===== src/rtl/seg7_pkg.sv =====
// Shared constants and types for the seven-segment scan multiplexer.
package seg7_pkg;

  localparam logic [6:0] SEG_BLANK = 7'h7F;
  localparam logic [3:0] AN_OFF    = 4'hF;
  localparam int unsigned NDIG     = 4;

  // Active-low {g,f,e,d,c,b,a} patterns for hex digits 0..F.
  localparam logic [6:0] HEX_SEG [16] = '{
    7'h40, 7'h79, 7'h24, 7'h30, 7'h19, 7'h12, 7'h02, 7'h78,
    7'h00, 7'h10, 7'h08, 7'h03, 7'h46, 7'h21, 7'h06, 7'h0E
  };

  typedef enum logic [0:0] {SCAN, GAP} state_e;

endpackage


===== src/rtl/seg7_hex_decode.sv =====
// Combinational nibble to active-low seven-segment pattern.
module seg7_hex_decode
  import seg7_pkg::*;
(
  input  logic [3:0] nibble,
  output logic [6:0] pattern
);

  // Table lookup.
  always_comb begin
    pattern = HEX_SEG[nibble];
  end

endmodule


===== src/rtl/seg7_scan_mux.sv =====
// Four-digit common-anode display scanner with double-buffered value,
// inter-digit blanking gap and optional leading-zero blanking.
module seg7_scan_mux
  import seg7_pkg::*;
#(
  parameter int unsigned GAP_CYCLES = 4
) (
  input  logic        clk,
  input  logic        reset,
  input  logic        tick,
  input  logic [15:0] value,
  input  logic [3:0]  dp_in,
  input  logic        blank_lz,
  input  logic        load,
  output logic [3:0]  an,
  output logic [6:0]  seg,
  output logic        dp_n,
  output logic        frame_done
);

  localparam logic [3:0] GAP_INIT = 4'(GAP_CYCLES);

  state_e      state_q, state_d;
  logic [3:0]  cnt_q, cnt_d;
  logic [1:0]  idx_q, idx_d;
  logic [15:0] disp_q, disp_d, pend_q, pend_d;
  logic [3:0]  dpd_q, dpd_d, dpp_q, dpp_d;
  logic        pv_q, pv_d;
  logic        commit;

  logic [3:0]  an_d;
  logic [6:0]  seg_d, digit_seg;
  logic        dp_n_d;
  logic [3:0]  nibble;
  logic        blank;

  seg7_hex_decode u_dec (
    .nibble  (nibble),
    .pattern (digit_seg)
  );

  // Next-state: scan/gap sequencing, index advance and buffer commit.
  always_comb begin
    state_d = state_q;
    cnt_d   = cnt_q;
    idx_d   = idx_q;
    disp_d  = disp_q;
    dpd_d   = dpd_q;
    pend_d  = pend_q;
    dpp_d   = dpp_q;
    pv_d    = pv_q;
    commit  = 1'b0;

    unique case (state_q)
      SCAN: begin
        if (tick) begin
          idx_d   = idx_q + 2'd1;
          state_d = GAP;
          cnt_d   = GAP_INIT;
          commit  = (idx_q == 2'd3);
        end
      end
      GAP: begin
        // Ticks are ignored while blanked.
        if (cnt_q <= 4'd1) begin
          state_d = SCAN;
        end else begin
          cnt_d = cnt_q - 4'd1;
        end
      end
      default: state_d = GAP;
    endcase

    if (commit) begin
      // A load on the wrap tick bypasses the pending buffer.
      if (load) begin
        disp_d = value;
        dpd_d  = dp_in;
      end else if (pv_q) begin
        disp_d = pend_q;
        dpd_d  = dpp_q;
      end
      pv_d = 1'b0;
    end else if (load) begin
      pend_d = value;
      dpp_d  = dp_in;
      pv_d   = 1'b1;
    end
  end

  // Output decode from the next state so an/seg change with the state edge.
  always_comb begin
    nibble = disp_q[{idx_q, 2'b00} +: 4];
    unique case (idx_q)
      2'd3:    blank = blank_lz && (disp_q[15:12] == 4'd0);
      2'd2:    blank = blank_lz && (disp_q[15:8] == 8'd0);
      2'd1:    blank = blank_lz && (disp_q[15:4] == 12'd0);
      default: blank = 1'b0;
    endcase

    an_d   = AN_OFF;
    seg_d  = SEG_BLANK;
    dp_n_d = 1'b1;
    if (state_d == SCAN) begin
      an_d = ~(4'b0001 << idx_q);
      if (!blank) begin
        seg_d  = digit_seg;
        dp_n_d = ~dpd_q[idx_q];
      end
    end
  end

  // State, buffers and registered outputs.
  always_ff @(posedge clk) begin
    if (reset) begin
      state_q    <= GAP;
      cnt_q      <= GAP_INIT;
      idx_q      <= 2'd0;
      disp_q     <= 16'd0;
      dpd_q      <= 4'd0;
      pend_q     <= 16'd0;
      dpp_q      <= 4'd0;
      pv_q       <= 1'b0;
      an         <= AN_OFF;
      seg        <= SEG_BLANK;
      dp_n       <= 1'b1;
      frame_done <= 1'b0;
    end else begin
      state_q    <= state_d;
      cnt_q      <= cnt_d;
      idx_q      <= idx_d;
      disp_q     <= disp_d;
      dpd_q      <= dpd_d;
      pend_q     <= pend_d;
      dpp_q      <= dpp_d;
      pv_q       <= pv_d;
      an         <= an_d;
      seg        <= seg_d;
      dp_n       <= dp_n_d;
      frame_done <= commit;
    end
  end

endmodule


===== config.mk =====
export PLATFORM = sky130hd
export DESIGN_NAME = seg7_scan_mux
export DESIGN_NICKNAME = d
export VERILOG_FILES = /design/src/rtl/seg7_pkg.sv /design/src/rtl/seg7_hex_decode.sv /design/src/rtl/seg7_scan_mux.sv
export SDC_FILE = /design/constraint.sdc
export NUM_CORES = 1
export LEC_CHECK = 0
export BUFFER_PORTS_ARGS = -buffer_cell sky130_fd_sc_hd__buf_2
export CORE_MARGIN = 2
export CORE_UTILIZATION = 55
export CTS_BUF_LIST = sky130_fd_sc_hd__clkbuf_4 sky130_fd_sc_hd__clkbuf_8
export CTS_CLUSTER_DIAMETER = 120
export DETAILED_ROUTE_END_ITERATION = 8
export PLACE_DENSITY = 0.73
export SYNTH_ARGS = -nofsm -noshare
export SYNTH_HDL_FRONTEND = slang
export SYNTH_SLANG_ARGS = --single-unit
export TNS_END_PERCENT = 30

===== constraint.sdc =====
create_clock -name clk -period 2.85 [get_ports clk]
set_input_delay 0.285 -clock clk [delete_from_list [all_inputs] [get_ports clk]]
set_output_delay 0.285 -clock clk [all_outputs]
set_load 0.01 [all_outputs]

==> out/results.ini <==
[grt]
gr-usage-all-layers_pct = 21.4
overflow = 0
global_route_wire_length_before_repair_microns = 9100
grt_pass1_vias = 1937
maximum_number_of_pins_on_one_net_before_global_route_repair = 50
initial_antenna_violation_count = 0

[cells_and_area]
antenna_cells = 0
drive_gt1_share_pct = 18.6
design.final.nets = 383
synthToLayoutAreaGrowth_pct = 13.9
multi_input_gate_area_sq_mm = 0.00147
layout.filler_cells = 449
seq_area_sq_mm = 0.00122

[yosys]
synth.area.top_cells = dfxtp_1 43%, mux2i_1 9.2%, nand2_1 7.6%, a211oi_1 6.4%, ha_1 5.3%
postSynthCellCount = 315
yosysSeqAreaShare_pct = 43.2
proportion_of_netlist_area_held_by_the_largest_area_contributor_pct = 43.2
yosysWarningCount = 0
post_synth_instance_area_sq_mm = 0.00283
synth.distinct_cells = 35
synthesis.area_per_instance_sq_um = 8.97
syn_nets = 352
netlist.top_cell.by_area = dfxtp_1
synth_seq_cells = 61

[run]
drv.max_cap_violation_count = 0

[timing]
finalHoldWorstSlack_ns = 0.198
timing.setup.tns_ns = 0
max_clock_freq_mhz = 485
hold_violation_total_from_the_final_report = 0
max_slew_margin_pct = 40.7
setup_repair_after_global_routing_missed_its_margin = no
worst_tran_pin_value_ns = 0.890
post-route-min-period_ns = 2.06
fin_crit_sh_pct = 72.4
skew_final_ns = 0.00601
setup_viol = 0
final-max-slew-violation-count = 0
postLayoutSetupSlackWorst_ns = 0.787

[cts]
cts_max_level = 3
worst_setup_hold_path_clk_slew_ns = 0.07
tritoncts_clock_tree = yes
post_cts_resize_count = 0
cts_root_buffer = clkbuf_8
cts_post_setup_buffers_inserted = 0
clock_insertion_delay_worst_skew_ns = 0.33
cts_hold_repair.buffers = 0
cts-buffers-inserted = 9
clkSinkCount = 61
cts_buffer_depth = 2

[detailed_routing]
routedWlPerCell_microns = 13.3
drc = 0
postRouteWirelength_microns = 5580
dr_total_vias = 2239
viasPerCell = 5.33
detailedRoute.firstPassIterationCount = 4
dr.first_iter.drc_count = 125
antenna_left = 0

[placed_design]
globalplace.congestion = 0.803
dp.final_hpwl_microns = 3740
place.port_buffers = 37
dp_worst_setup_slack_ns = 0.842

[worst_setup_path]
cp_num_buf_inv = 1
critPathLaunchType = register
required_ns = 3.12
worst_path_max_delay_cell = dfxtp_1
critical-path-max-stage-delay_ns = 0.61
worst-path-max-fanout = 11
path_delay_family = flip-flops
worstPathArrival_ns = 2.33
worst_setup_path_end_kind = register
crit_chain = mux4_1, inv_1, ha_1, nor3_1, a211oi_1, a21oi_1, o21ai_0
worst-setup-path-type = register to register

[die]
initial_utilization_pct = 56.0
dieArea_sq_mm = 0.00573
chipHeight_microns = 75.7
boundaryPins = 38
core-area_sq_mm = 0.00504
die-width_microns = 75.7
row_count = 26

[power]
power.density_cell_area_mw_per_mm2 = 668
power.leakage_nw = 1.29
power.total_mw = 2.15
vdd_drop_max_mv = 0.343

[worst_hold_path]
hold_path_class = input port to register

[status]
status = finished clean

-- flip-flops by register name, summed over array words and instances (netlist names) --
register and count:
an 4, cnt_q 4, disp_q 16, dp_n 1, dpd_q 4, dpp_q 4, frame_done 1, idx_q 2
pend_q 16, pv_q 1, seg 7, state_q 1
-- final cells by class --
class	count	area share (%)
Clock inverter	1	0.933
Tap cell	70	2.72
Clock buffer	14	5.40
Timing Repair Buffer	40	6.45
Sequential cell	61	37.9
Inverter	8	0.933
Multi-Input combinational cell	226	45.6
-- cells by family after synthesis --
logic type                 Yosys count  share of synthesized area, %
and+or+nand+nor                    111                          16.2
AOI/OAI and AO/OA                   66                          15.1
DFF                                 61                          43.2
muxes                               34                          14.3
buffers and inverters               28                          4.92
adders and majority gates           12                          5.31
xor gates and xnor gates             3                         0.930
-- report_power, final --
part | switching (mW) | internal, mW | total (mW) | leakage (nW)
Sequential | 0.0550 | 0.939 | 0.994 | 0.498
Clock | 0.310 | 0.477 | 0.787 | 0.107
Combinational | 0.209 | 0.161 | 0.370 | 0.682
Total | 0.573 | 1.58 | 2.15 | 1.29
-- final timing paths --
check                               start   endpoint  slack (ns)  cells after the start
worst min register to register  pend_q[1]  pend_q[1]        0.45                      2
worst min-delay path             value[5]  pend_q[5]        0.20                      3
worst max register to register   idx_q[0]     seg[0]        0.79                      7
worst max-delay path             idx_q[0]     seg[0]        0.79                      7
-- tightest hold or removal path, delay by kind of cell --
kind,cells,cell delay [ns]
AOI/OAI and AO/OA,1,0.05
and+or+nand+nor,1,0.05
buffers and inverters,1,0.10
-- cells in the final DEF (no fill, tap or decap), types with 2 or more instances in the layout --
cell	instances
dfxtp_1	61
nand2_1	57
buf_2	37
nor2_1	36
a21oi_1	29
mux2i_1	26
a211oi_1	24
ha_1	12
clkbuf_8	11
inv_1	7
o21ai_0	4
nand3_1	4
mux2_2	3
nor3_1	3
xnor2_1	3
clkbuf_4	3
buf_4	3
mux4_1	2
and2b_1	2
nor2_2	2
mux4_2	2
nand2b_1	2
o22ai_1	2
a211o_1	2
-- synthesized netlist by cell type --
cell / n
nor4_1: 1
and2_1: 1
nor3_1: 3
inv_1: 7
nor4b_1: 1
mux2i_2: 1
o21bai_1: 1
and2b_1: 2
clkbuf_1: 13
mux4_2: 2
nor2_1: 37
nand2_1: 57
a211oi_1: 24
o21ai_1: 1
o21ai_0: 4
nand3_1: 4
nor3b_1: 1
xnor2_1: 3
a31oi_4: 1
inv_2: 1
mux2i_1: 26
a22oi_1: 1
o221ai_1: 1
o22ai_1: 2
mux2_2: 3
buf_6: 4
nor2_2: 1
a211o_1: 2
nand2b_1: 2
buf_2: 3
dfxtp_1: 61
or4_1: 1
a21oi_1: 29
ha_1: 12
mux4_1: 2
-- through the flow --
stage                     area [sq um]  util, %  cells
after floorplan                   2830        -    315
after global placement            3010     59.8    405
after detailed placement          3010     59.8    405
after CTS                         3220     63.8    420
after global routing              3220     63.8    420
final                             3220     63.8    420
-- per-layer routing --
metal | global-route usage, % | part of all wire [%]
met1 | 29.3 | 48
met5 | 0 | 0
met2 | 31.9 | 46
met3 | 4.63 | 4.4
met4 | 11.1 | 2.0
Power figures use the tool's default switching activity.
